File: config.mk
export PLATFORM = sky130hd
export DESIGN_NAME = alu_issue_flat
export DESIGN_NICKNAME = d
export VERILOG_FILES = /design/src/rtl/alu_issue_if.sv /design/src/rtl/alu_issue.sv /design/src/flat_wrapper.sv
export SDC_FILE = /design/constraint.sdc
export NUM_CORES = 1
export LEC_CHECK = 0
export CAP_MARGIN = 20
export CORE_ASPECT_RATIO = 0.75
export CORE_UTILIZATION = 47
export DETAILED_ROUTE_END_ITERATION = 12
export GPL_ROUTABILITY_DRIVEN = 0
export PLACE_DENSITY = 0.79
export REMOVE_ABC_BUFFERS = 1
export SYNTH_ARGS = -nofsm -noshare
export SYNTH_HDL_FRONTEND = slang
export SYNTH_SLANG_ARGS = --single-unit
File: constraint.sdc
create_clock -name clk -period 7.2 [get_ports clk]
set_input_delay 1.44 -clock clk [delete_from_list [all_inputs] [get_ports clk]]
set_output_delay 1.44 -clock clk [all_outputs]
set_load 0.005 [all_outputs]
File: src/rtl/alu_issue_if.sv
// Issue-stage bus: upstream instruction handshake, downstream ALU op/a/b handshake,
// and the debug illegal-instruction count.
interface alu_issue_if #(
    parameter int XLEN  = 32,
    parameter int CNT_W = 16
);
    logic             in_valid;
    logic             in_ready;
    logic [31:0]      in_instr;
    logic [XLEN-1:0]  in_pc;
    logic [XLEN-1:0]  in_rs1_data;
    logic [XLEN-1:0]  in_rs2_data;
    logic             out_valid;
    logic             out_ready;
    logic [3:0]       out_op;
    logic [XLEN-1:0]  out_a;
    logic [XLEN-1:0]  out_b;
    logic             out_illegal;
    logic [CNT_W-1:0] illegal_count;

    modport master (
        output in_valid, in_instr, in_pc, in_rs1_data, in_rs2_data, out_ready,
        input  in_ready, out_valid, out_op, out_a, out_b, out_illegal, illegal_count
    );

    modport slave (
        input  in_valid, in_instr, in_pc, in_rs1_data, in_rs2_data, out_ready,
        output in_ready, out_valid, out_op, out_a, out_b, out_illegal, illegal_count
    );
endinterface

File: src/rtl/alu_issue.sv
// RV32I decode/issue stage: decodes instruction + operands into ALU {op, a, b}
// and holds them in a registered 2-entry skid buffer.
module alu_issue #(
    parameter int XLEN  = 32,
    parameter int CNT_W = 16
) (
    input  logic       clk,
    input  logic       reset,
    alu_issue_if.slave bus
);
    typedef enum logic [1:0] {EMPTY, ONE, FULL} state_t;

    typedef struct packed {
        logic [3:0]      op;
        logic [XLEN-1:0] a;
        logic [XLEN-1:0] b;
        logic            illegal;
    } entry_t;

    state_t           state, state_nxt;
    entry_t           dec, head, tail;
    logic             acc, pop;
    logic             load_head_dec, load_head_tail, load_tail, clr_head, clr_tail;
    logic [CNT_W-1:0] cnt;
    logic [2:0]       funct3;
    logic [XLEN-1:0]  imm_i, imm_s, imm_u;

    assign funct3 = bus.in_instr[14:12];
    assign imm_i  = {{20{bus.in_instr[31]}}, bus.in_instr[31:20]};
    assign imm_s  = {{20{bus.in_instr[31]}}, bus.in_instr[31:25], bus.in_instr[11:7]};
    assign imm_u  = {bus.in_instr[31:12], 12'b0};

    always_comb begin
        dec = '0;
        case (bus.in_instr[6:0])
            7'b0110011: begin
                dec.op = {bus.in_instr[30], funct3};
                dec.a  = bus.in_rs1_data;
                dec.b  = bus.in_rs2_data;
            end
            7'b0010011: begin
                // Only SRAI carries instr[30] into the op; shifts take the 5-bit shamt.
                dec.op = {(funct3 == 3'b101) && bus.in_instr[30], funct3};
                dec.a  = bus.in_rs1_data;
                if (funct3 == 3'b001 || funct3 == 3'b101)
                    dec.b = {27'b0, bus.in_instr[24:20]};
                else
                    dec.b = imm_i;
            end
            7'b0110111: begin
                dec.b = imm_u;
            end
            7'b0010111: begin
                dec.a = bus.in_pc;
                dec.b = imm_u;
            end
            7'b0000011: begin
                dec.a = bus.in_rs1_data;
                dec.b = imm_i;
            end
            7'b0100011: begin
                dec.a = bus.in_rs1_data;
                dec.b = imm_s;
            end
            default: dec.illegal = 1'b1;
        endcase
    end

    // Ready depends only on the registered state, never on out_ready.
    assign bus.in_ready  = (state != FULL);
    assign bus.out_valid = (state != EMPTY);
    assign acc = bus.in_valid && bus.in_ready;
    assign pop = bus.out_valid && bus.out_ready;

    always_ff @(posedge clk or posedge reset) begin
        if (reset) state <= EMPTY;
        else       state <= state_nxt;
    end

    always_comb begin
        state_nxt      = state;
        load_head_dec  = 1'b0;
        load_head_tail = 1'b0;
        load_tail      = 1'b0;
        clr_head       = 1'b0;
        clr_tail       = 1'b0;
        case (state)
            EMPTY: begin
                if (acc) begin
                    state_nxt     = ONE;
                    load_head_dec = 1'b1;
                end
            end
            ONE: begin
                if (acc && !pop) begin
                    state_nxt = FULL;
                    load_tail = 1'b1;
                end else if (acc && pop) begin
                    load_head_dec = 1'b1;
                end else if (pop) begin
                    state_nxt = EMPTY;
                    clr_head  = 1'b1;
                end
            end
            FULL: begin
                if (pop) begin
                    state_nxt      = ONE;
                    load_head_tail = 1'b1;
                    clr_tail       = 1'b1;
                end
            end
            default: state_nxt = EMPTY;
        endcase
    end

    // Head is cleared whenever it empties so idle outputs read zero.
    always_ff @(posedge clk or posedge reset) begin
        if (reset) begin
            head <= '0;
            tail <= '0;
        end else begin
            if (load_head_dec)       head <= dec;
            else if (load_head_tail) head <= tail;
            else if (clr_head)       head <= '0;
            if (load_tail)           tail <= dec;
            else if (clr_tail)       tail <= '0;
        end
    end

    always_ff @(posedge clk or posedge reset) begin
        if (reset)
            cnt <= '0;
        else if (acc && dec.illegal && cnt != '1)
            cnt <= cnt + 1'b1;
    end

    assign bus.out_op        = head.op;
    assign bus.out_a         = head.a;
    assign bus.out_b         = head.b;
    assign bus.out_illegal   = head.illegal;
    assign bus.illegal_count = cnt;
endmodule

File: src/flat_wrapper.sv
// flat-port wrapper written by rule: the top's interface ports become plain ports
module alu_issue_flat 
#(
    parameter int XLEN  = 32,
    parameter int CNT_W = 16
)
  (clk, reset, bus_in_valid, bus_in_instr, bus_in_pc, bus_in_rs1_data, bus_in_rs2_data, bus_out_ready, bus_in_ready, bus_out_valid, bus_out_op, bus_out_a, bus_out_b, bus_out_illegal, bus_illegal_count);
  alu_issue_if #(.XLEN(XLEN), .CNT_W(CNT_W)) bus_i ();
  input  logic clk;
  input  logic reset;
  input wire logic [$bits(bus_i.in_valid)-1:0] bus_in_valid;
  input wire logic [$bits(bus_i.in_instr)-1:0] bus_in_instr;
  input wire logic [$bits(bus_i.in_pc)-1:0] bus_in_pc;
  input wire logic [$bits(bus_i.in_rs1_data)-1:0] bus_in_rs1_data;
  input wire logic [$bits(bus_i.in_rs2_data)-1:0] bus_in_rs2_data;
  input wire logic [$bits(bus_i.out_ready)-1:0] bus_out_ready;
  output wire logic [$bits(bus_i.in_ready)-1:0] bus_in_ready;
  output wire logic [$bits(bus_i.out_valid)-1:0] bus_out_valid;
  output wire logic [$bits(bus_i.out_op)-1:0] bus_out_op;
  output wire logic [$bits(bus_i.out_a)-1:0] bus_out_a;
  output wire logic [$bits(bus_i.out_b)-1:0] bus_out_b;
  output wire logic [$bits(bus_i.out_illegal)-1:0] bus_out_illegal;
  output wire logic [$bits(bus_i.illegal_count)-1:0] bus_illegal_count;
  assign bus_i.in_valid = bus_in_valid;
  assign bus_i.in_instr = bus_in_instr;
  assign bus_i.in_pc = bus_in_pc;
  assign bus_i.in_rs1_data = bus_in_rs1_data;
  assign bus_i.in_rs2_data = bus_in_rs2_data;
  assign bus_i.out_ready = bus_out_ready;
  assign bus_in_ready = bus_i.in_ready;
  assign bus_out_valid = bus_i.out_valid;
  assign bus_out_op = bus_i.out_op;
  assign bus_out_a = bus_i.out_a;
  assign bus_out_b = bus_i.out_b;
  assign bus_out_illegal = bus_i.out_illegal;
  assign bus_illegal_count = bus_i.illegal_count;
  alu_issue #(.XLEN(XLEN), .CNT_W(CNT_W)) u_core (.clk(clk), .reset(reset), .bus(bus_i));
endmodule
==> out/results.tsv <==
metric	value	unit
Clock Skew	9.23	ps
post-synthesis sequential element count	156	
PostCTS Resize Cnt	0	
switch share	27.2	%
Core Region	0.0147	mm²
drt wl/cell	19.7	µm
Rows	38	
final design utilization	68.8	%
most frequent cells in the layout	clkdlybuf4s50_1 (218), nand2_1 (163), dfrtp_1 (156)	
minimum clock period	3650	ps
most common cell after layout, fill and taps aside	clkdlybuf4s50_1	
WP data required	7560	ps
Critical Path Slowest Stage Cell	clkdlybuf4s50_1	
initial DRC count	901	
CP Max Fanout	33	
DRC	0	
crit path cell chain	clkdlybuf4s50_1 -> inv_1 -> nor4b_4 -> buf_4 -> and2_1 -> buf_4 -> nand2_1 -> nand2_1	
Post-synth EDFFs	0	
antenna violations before repair	0	
Overall Global Routing Usage	29.1	%
die width	145	µm
routed vias	6737	
placed inst area	0.00947	mm²
Gate power share	15.6	%
final wirelength	22.2	mm
CTS buffer count	17	
GRT overflow	0	
Die Y-Extent	109	µm
first-pass GRT wire length	35.0	mm
HP Class	flip-flop to flip-flop	
Hold Buf Count CTS	0	
f_max	274	MHz
setup_tns	0	ps
Clock Tree Buf Depth	2	
ys async rst share	100	%
CP Data Arrival Time	4010	ps
CTS tree	done	
Max-cap violations	0	
RSZ-0062 raised after global routing	false	
critical path class	input port to flip-flop	
VDD IR max	0.194	mV
cells after synthesis	719	
share of cells above drive strength 1	6.59	%
Final Cycle Share	50.7	%
Final Hold Vio Count	0	
leakage	4.43	nW
diodes inserted	0	
Least-Margin Pin Slew	887	ps
Max H-tree Level	4	
final instance area	0.0101	mm²
die area	0.0158	mm²
Pint	1.63	mW
Nets	1045	
slowest stage delay, CP	900	ps
Mapped Area	0.00717	mm²
Reg power frac	43.1	%
vias per cell	5.99	
setup violators final	0	
predominant post-synthesis flop cell	dfrtp_1	
share of the synthesized area in the top cell type	54.5	%
Clock transition at path regs	70	ps
total power draw	2.24	mW
clk sinks	156	
Synth area leader	dfrtp_1	
Final ANT Viol Nets	0	
sequential-to-total area share from yosys stat	54.5	%
boundary pin count	219	
status	completed	
DR pass1 iterations	8	
initial cell density of the core	48.8	%
Synth-to-Final Area Change	41.0	%
Slew HR	40.7	%
Post-DP HPWL	14.5	mm
clk_lat worst skew	420	ps
average size of a mapped cell	9.97	µm²
Worst Setup Start Kind	input port	
pwr/cell area	221	mW/mm²
setup bufs post-CTS	0	
Critical Path End Type	flip-flop	
largest net degree at the start of global routing	80	
Final Max Tran Viols	0	
Netlist cell types	46	
clock power share	41.3	%
CTS Root Cell	clkbuf_16	
IO Port Bufs	218	
synth top area cells	dfrtp_1 (54%), nand2_1 (8.5%), a22oi_1 (6.5%)	
Switch Pwr	0.607	mW
Filler cells	1088	
yosys warns	0	
vias in the first global route	6643	
[worst max-delay path, delay by kind of cell]
family | cells | cell delay (ps)
and+or+nand+nor | 4 | 670
buffers and inverters | 4 | 1860
[flip-flops by register name, indices dropped and copies added (netlist names)]
register and count:
u_core.bus.out_illegal 1, u_core.bus.out_op 4, u_core.tail 69, u_core.bus.out_b 32
u_core.bus.out_a 32, u_core.state 2, u_core.bus.illegal_count 16
[cell type report]
type                    count  area, µm²  area share (%)
flip-flops and latches    156       3900            38.6
multi-input cells         495       3000            29.7
repair buffers            231       2300            22.8
clock buffers              19        453            4.48
well taps                 200        250            2.48
clock inverters            13        153            1.51
inverters                  11       46.3           0.458
[synth_stat cells (2+ instances only)]
library cell  number
mux2_2             4
a22o_1            25
inv_1             11
dfrtp_1          156
and2_0             2
nand2b_1           3
xor2_1             5
o211a_1            2
nand3_1            8
a22oi_1           62
o21ai_0           76
nor2b_1            7
a21oi_1           26
nor3_1             4
and2_1             2
a222oi_1          44
a32o_1             3
nor2_1            16
and3_1             6
nand2_1          163
buf_4              2
mux2i_1            5
clkbuf_1          33
a211oi_1           5
o21ai_1            2
xnor2_1            5
buf_2             21
and4_1             2
nand4_1            2
[path summary, 6_finish.rpt]
path / startpoint / end / slack, ps / depth (start not counted)
max reg2reg: u_core.state[1] / u_core.tail[40] / 4700 / 6
min: u_core.tail[48] / u_core.tail[48] / 480 / 2
min reg2reg: u_core.tail[48] / u_core.tail[48] / 480 / 2
max in group asynchronous: reset / u_core.bus.out_a[15] / 4550 / 4
max: bus_in_instr[4] / u_core.bus.out_a[7] / 3550 / 8
min in group asynchronous: reset / u_core.tail[7] / 1510 / 2
[metal layers]
| layer | routed length [µm] | up-vias | track usage [%] |
|---|---|---|---|
| met5 | 0 | - | 0 |
| met4 | 369 | 0 | 9.47 |
| met3 | 1980 | 33 | 7.07 |
| met2 | 10100 | 351 | 43.5 |
| met1 | 9760 | 3294 | 41.7 |
| li1 | - | 3059 | - |
[metrics by stage]
stage	worst slack [ps]	hold WS, ps	cells
floorplan	1550	439	662
global placement	3190	451	1092
detailed placement	3160	461	1092
CTS	3600	484	1124
global route	3420	500	1125
finish	3550	480	1125
[power by group through the flow]
stage | clock [mW] | combinational (mW) | sequential [mW]
floorplan | 0 | 0.132 | 0.971
global placement | 0 | 0.340 | 0.978
detailed placement | 0 | 0.344 | 0.978
CTS | 0.933 | 0.346 | 0.963
global route | 0.973 | 0.377 | 0.970
finish | 0.922 | 0.349 | 0.965
[logic make-up after synthesis]
| family | synth area share [%] |
|---|---|
| xor+xnor | 1.22 |
| compound gates | 24.8 |
| buf+inv | 4.03 |
| simple gates | 14.0 |
| flops | 54.5 |
| mux | 1.33 |
| fa+ha+maj | 0.174 |
Note: power is estimated with default switching activity, not from simulation.
